**config.mk**
```make
export PLATFORM = sky130hd
export DESIGN_NAME = writeback_queue
export DESIGN_NICKNAME = d
export VERILOG_FILES = /design/src/rtl/writeback_queue.sv
export SDC_FILE = /design/constraint.sdc
export NUM_CORES = 1
export LEC_CHECK = 0
export ABC_AREA = 0
export CAP_MARGIN = 20
export CORE_AREA = 2 2 188 190
export CTS_CLUSTER_DIAMETER = 150
export CTS_CLUSTER_SIZE = 10
export DETAILED_ROUTE_END_ITERATION = 10
export DIE_AREA = 0 0 190 192
export SLEW_MARGIN = 30
export SYNTH_ARGS = -nofsm -noshare
export SYNTH_HDL_FRONTEND = slang
export SYNTH_SLANG_ARGS = --single-unit
```
**constraint.sdc**
```tcl
create_clock -name Clk -period 2.5 [get_ports Clk]
set_input_delay 0.25 -clock Clk [delete_from_list [all_inputs] [get_ports Clk]]
set_output_delay 0.25 -clock Clk [all_outputs]
set_load 0.01 [all_outputs]
```
**src/rtl/writeback_queue.sv**
```systemverilog
`default_nettype none
// ============================================================================
// writeback_queue : FIFO-buffered register-file writeback with two forwarding
//                   lookups over pending (queued or output-stage) writes.
// Revision 1.0
// ============================================================================
module writeback_queue #(
  parameter int DEPTH = 4,
  parameter int CW    = $clog2(DEPTH) + 1
) (
  input  logic          Clk,
  input  logic          Reset_n,
  input  logic          InValid,
  output logic          InReady,
  input  logic [4:0]    InRegister,
  input  logic [31:0]   InData,
  output logic          RegWrite,
  output logic [4:0]    WriteRegister,
  output logic [31:0]   WriteData,
  input  logic [4:0]    ReadRegister1,
  input  logic [4:0]    ReadRegister2,
  output logic          Fwd1Hit,
  output logic [31:0]   Fwd1Data,
  output logic          Fwd2Hit,
  output logic [31:0]   Fwd2Data,
  output logic [CW-1:0] Count
);

  localparam int            AW     = $clog2(DEPTH);
  localparam logic [CW-1:0] C_FULL = CW'(DEPTH);

  logic [4:0]    r_reg  [DEPTH];
  logic [31:0]   r_data [DEPTH];
  logic [AW-1:0] r_head;
  logic [AW-1:0] r_tail;
  logic [CW-1:0] r_count;
  logic          r_wr_en;
  logic [4:0]    r_wr_reg;
  logic [31:0]   r_wr_data;

  logic          w_ready;
  logic          w_accept;
  logic          w_push;
  logic          w_pop;
  logic          w_hit1;
  logic          w_hit2;
  logic [31:0]   w_dat1;
  logic [31:0]   w_dat2;

  // Writes to $0 complete the handshake but are never stored.
  assign w_ready  = Reset_n && (r_count != C_FULL);
  assign w_accept = InValid && w_ready;
  assign w_push   = w_accept && (InRegister != 5'd0);
  assign w_pop    = (r_count != '0);

  always_ff @(posedge Clk) begin
    if (w_push) begin
      r_reg[r_tail]  <= InRegister;
      r_data[r_tail] <= InData;
    end
  end

  always_ff @(posedge Clk or negedge Reset_n) begin
    if (!Reset_n) begin
      r_head    <= '0;
      r_tail    <= '0;
      r_count   <= '0;
      r_wr_en   <= 1'b0;
      r_wr_reg  <= '0;
      r_wr_data <= '0;
    end else begin
      if (w_push) begin
        r_tail <= r_tail + AW'(1);
      end
      if (w_pop) begin
        r_head    <= r_head + AW'(1);
        r_wr_en   <= 1'b1;
        r_wr_reg  <= r_reg[r_head];
        r_wr_data <= r_data[r_head];
      end else begin
        r_wr_en   <= 1'b0;
      end
      case ({w_push, w_pop})
        2'b10:   r_count <= r_count + CW'(1);
        2'b01:   r_count <= r_count - CW'(1);
        default: r_count <= r_count;
      endcase
    end
  end

  always_comb begin
    w_hit1 = 1'b0;
    w_dat1 = '0;
    w_hit2 = 1'b0;
    w_dat2 = '0;
    if (r_wr_en && (r_wr_reg == ReadRegister1)) begin
      w_hit1 = 1'b1;
      w_dat1 = r_wr_data;
    end
    if (r_wr_en && (r_wr_reg == ReadRegister2)) begin
      w_hit2 = 1'b1;
      w_dat2 = r_wr_data;
    end
    // Walk oldest to youngest so the entry nearest the tail wins.
    for (int k = 0; k < DEPTH; k++) begin
      if (CW'(k) < r_count) begin
        if (r_reg[r_head + AW'(k)] == ReadRegister1) begin
          w_hit1 = 1'b1;
          w_dat1 = r_data[r_head + AW'(k)];
        end
        if (r_reg[r_head + AW'(k)] == ReadRegister2) begin
          w_hit2 = 1'b1;
          w_dat2 = r_data[r_head + AW'(k)];
        end
      end
    end
    if (ReadRegister1 == 5'd0) begin
      w_hit1 = 1'b0;
      w_dat1 = '0;
    end
    if (ReadRegister2 == 5'd0) begin
      w_hit2 = 1'b0;
      w_dat2 = '0;
    end
  end

  assign InReady       = w_ready;
  assign RegWrite      = r_wr_en;
  assign WriteRegister = r_wr_reg;
  assign WriteData     = r_wr_data;
  assign Fwd1Hit       = w_hit1;
  assign Fwd1Data      = w_dat1;
  assign Fwd2Hit       = w_hit2;
  assign Fwd2Data      = w_dat2;
  assign Count         = r_count;

endmodule
`default_nettype wire
```
==> impl_metrics.toml <==
[cells_and_area]
largest_reg_flops = 128
drive_gt1_share_pct = 51.5
diodes = 0
stdcell_area_um2 = 19100
nNetsFinal = 1367
final_util_pct = 55.7
syn2layout_area_growth_pct = 40.3

[synth]
syn_nets = 1105
synth_mux_area_share_pct = 25.2
synth.distinct_cells = 51
synth_edf_count = 148
yosysWarnings = 0
synth_top_family_by_area = "multiplexers"
synth-simple-area-share_pct = 10.6
avgSynthCellArea_um2 = 13.0
synthArstFlopShare_pct = 23.3
yosys_most_used_dff = "edfxtp_1"
synth_fa_ha_area_share_pct = 0.828
synth-seq-cells = 193
synth_area_um2 = 13600
synth_compound_area_share_pct = 14.0
synthCells = 1046
yosysSeqAreaShare_pct = 40.9
synthXorXnorAreaFrac_pct = 3.52

[timing]
slew_headroom_pct = 51.6
tightest_slew_ns = 0.726
skew_ns = 0.0111
fin_tns_setup_ns = -60.23
fmax_mhz = 283
setup_slack_ns = -1.03
hold_viol = 0
period_minus_slack_ns = 3.53
rsz0062_at_grt = "true"
final-setup-viol-count = 66
finalCritPeriodShare_pct = 141
finalMaxSlewViolations = 0
timing.hold.ws_ns = 0.428

[worst_setup_path]
worst-path-max-fanout = 14
cp.arrival_ns = 3.28
cp-start-kind = "flip-flop"
worstPathCellList = "buf_12 > mux4_2 > xor2_1 > nor4_2 > buf_4 > and3b_2 > buf_6 > buf_12 > buf_4 > a32oi_1 > o31ai_2 > buf_2"
slowest_delay_ns = 0.54
path_class = "reg -> out"
cp_slowest_cell = "mux4_2"
cp-end-kind = "output pin"
critPathRequiredTime_ns = 2.25

[clock_tree]
cts-buffers-inserted = 17
clk_latency_ns = 0.46
clkTransAtPathRegs_ns = 0.08
cts-htree-levels = 4
clockBufferDepth = 2
cts-root-buf = "clkbuf_16"
cts_tree = "yes"
cts_num_sinks = 193

[floorplanning]
die-area_um2 = 36500
row_count = 68
start_util_pct = 39.7
io_pins = 158
core-area_um2 = 34300
die_h_um = 192
die_w_um = 190

[power_and_ir_drop]
power.leakage_nw = 6.82
ir_drop_v = 0.00101
power.total_mw = 21.6
p_per_area_nw_per_um2 = 1130

[place]
port_buffers = 157
place_area_um2 = 17600
hpwl_um = 30900
gp_congestion = 0.879

[flow_run]
cap_violations = 0

[route]
drt-total-wl_um = 46300
antenna_left = 0
avgViaCountPerCell = 6.25
drcViolationCount = 0
drt_iter0_markers = 809
wl_per_cell_um = 26.1
drt-pass1-iter-count = 5
vias = 11100

[status]
violations = "setup timing"
outcome = "complete, but fails checks"

[grt]
antenna_found_initial = 0
grt_max_degree = 82
grt_overflow = 0
grt_pass1_wl_um = 68000
grt_pass1_vias = 11000
globalRouteTotalUtil_pct = 25.2

[worst_hold_path]
hp-class = "in -> reg"
kinds of logic after synthesis:
group / count (synthesis)
and+or+nand+nor: 302
AOI/OAI and AO/OA: 208
DFF: 193
muxes: 158
buffers and inverters: 123
xor gates and xnor gates: 53
adders and majority gates: 9
path summary, 6_finish.rpt:
check	start	to	slack [ns]	cells past startpoint
setup / recovery	r_head[0]	Fwd2Data[17]	-1.03	12
hold / removal	InData[24]	r_data[2][24]	0.43	1
setup reg to reg	r_head[1]	WriteData[5]	0.27	6
hold reg to reg	WriteRegister[2]	WriteRegister[2]	0.54	2
max in group asynchronous	Reset_n	r_head[1]	1.42	3
min in group asynchronous	Reset_n	Count[2]	0.52	3
synthesized netlist by cell type, types with 3 or more instances:
cell,n,area share [%]
or2_2,33,1.5
inv_1,6,0.17
ha_1,9,0.83
buf_4,7,0.39
clkbuf_1,48,1.3
buf_6,16,1.3
xor2_1,22,1.4
edfxtp_1,148,33
mux4_2,148,24
mux2i_1,9,0.66
nand2_1,123,3.4
o21ai_0,3,0.11
a311oi_2,30,3.3
nor2_1,79,2.2
xnor2_1,29,1.9
o31ai_1,64,3.5
nor3_1,3,0.11
nor3b_1,32,1.8
nor4_1,3,0.14
buf_1,4,0.11
buf_2,42,1.5
a221oi_1,32,2.1
and2_1,4,0.18
dfrtp_1,45,8.3
nand4_1,4,0.18
a32oi_1,64,4.1
nand2b_1,4,0.18
critical path: cells and delay by family, from the launching register on:
| kind | cells | cell delay [ns] |
|---|---|---|
| flip-flops | 1 | 0.44 |
| AND/OR/NAND/NOR | 2 | 0.51 |
| multiplexers | 1 | 0.54 |
| buffers and inverters | 6 | 0.92 |
| AO/OA/AOI/OAI | 2 | 0.20 |
| XOR/XNOR | 1 | 0.18 |
routing by layer:
metal / GRT usage (%) / vias to the layer above / routed length (um)
met5: 0 / - / 0
met4: 8.77 / 0 / 1250
met3: 4.55 / 87 / 3030
met2: 41.5 / 507 / 22800
met1: 33.6 / 5711 / 19300
li1: - / 4799 / -
stage by stage:
step                      setup WS, ns  instances
final                            -1.03       1776
after global routing             -1.15       1776
after CTS                        -1.06       1760
after detailed placement         -1.00       1701
after global placement           -1.01       1701
after floorplan                -0.0527       1046
repair_timing:
item,CTS,global route
hold endpoints to repair,7,0
hold buffers,1,0
gates cloned,1,5
buffers inserted,25,12
gates resized for setup,304,62
pin swaps,21,23
endpoints found under the setup margin,66,66
placed cells by master, fill, tap and decap left out, types with 5 or more instances in the layout:
master	n
a311oi_2	20
buf_4	123
a221oi_1	15
clkinvlp_4	5
nor3b_2	13
inv_1	5
buf_2	59
xnor2_2	6
buf_12	48
buf_6	25
a221oi_2	13
nand2_1	122
xnor2_1	24
a32oi_2	23
mux2i_1	7
a32oi_1	37
o31ai_2	44
clkbuf_16	22
xor2_1	21
edfxtp_1	148
mux4_2	148
nor2_1	75
or2_2	33
ha_1	9
dfrtp_1	43
nor3b_1	18
a311oi_4	12
o31ai_4	20
clkdlybuf4s50_1	90
where the power goes:
| group | switching (mW) | internal (mW) | total [mW] |
|---|---|---|---|
| clock | 1.32 | 1.51 | 2.84 |
| combinational | 6.85 | 6.96 | 13.8 |
| sequential | 0.797 | 4.14 | 4.93 |
area by class of cell:
type / instances / area, um2
Clock buffer: 18 / 439
Sequential cell: 193 / 5580
Inverter: 6 / 22.5
Timing Repair Buffer: 360 / 3610
Clock inverter: 14 / 156
Fill cell: 2745 / 15200
Multi-Input combinational cell: 730 / 8720
Tap cell: 455 / 569
Power figures use the tool's default switching activity.
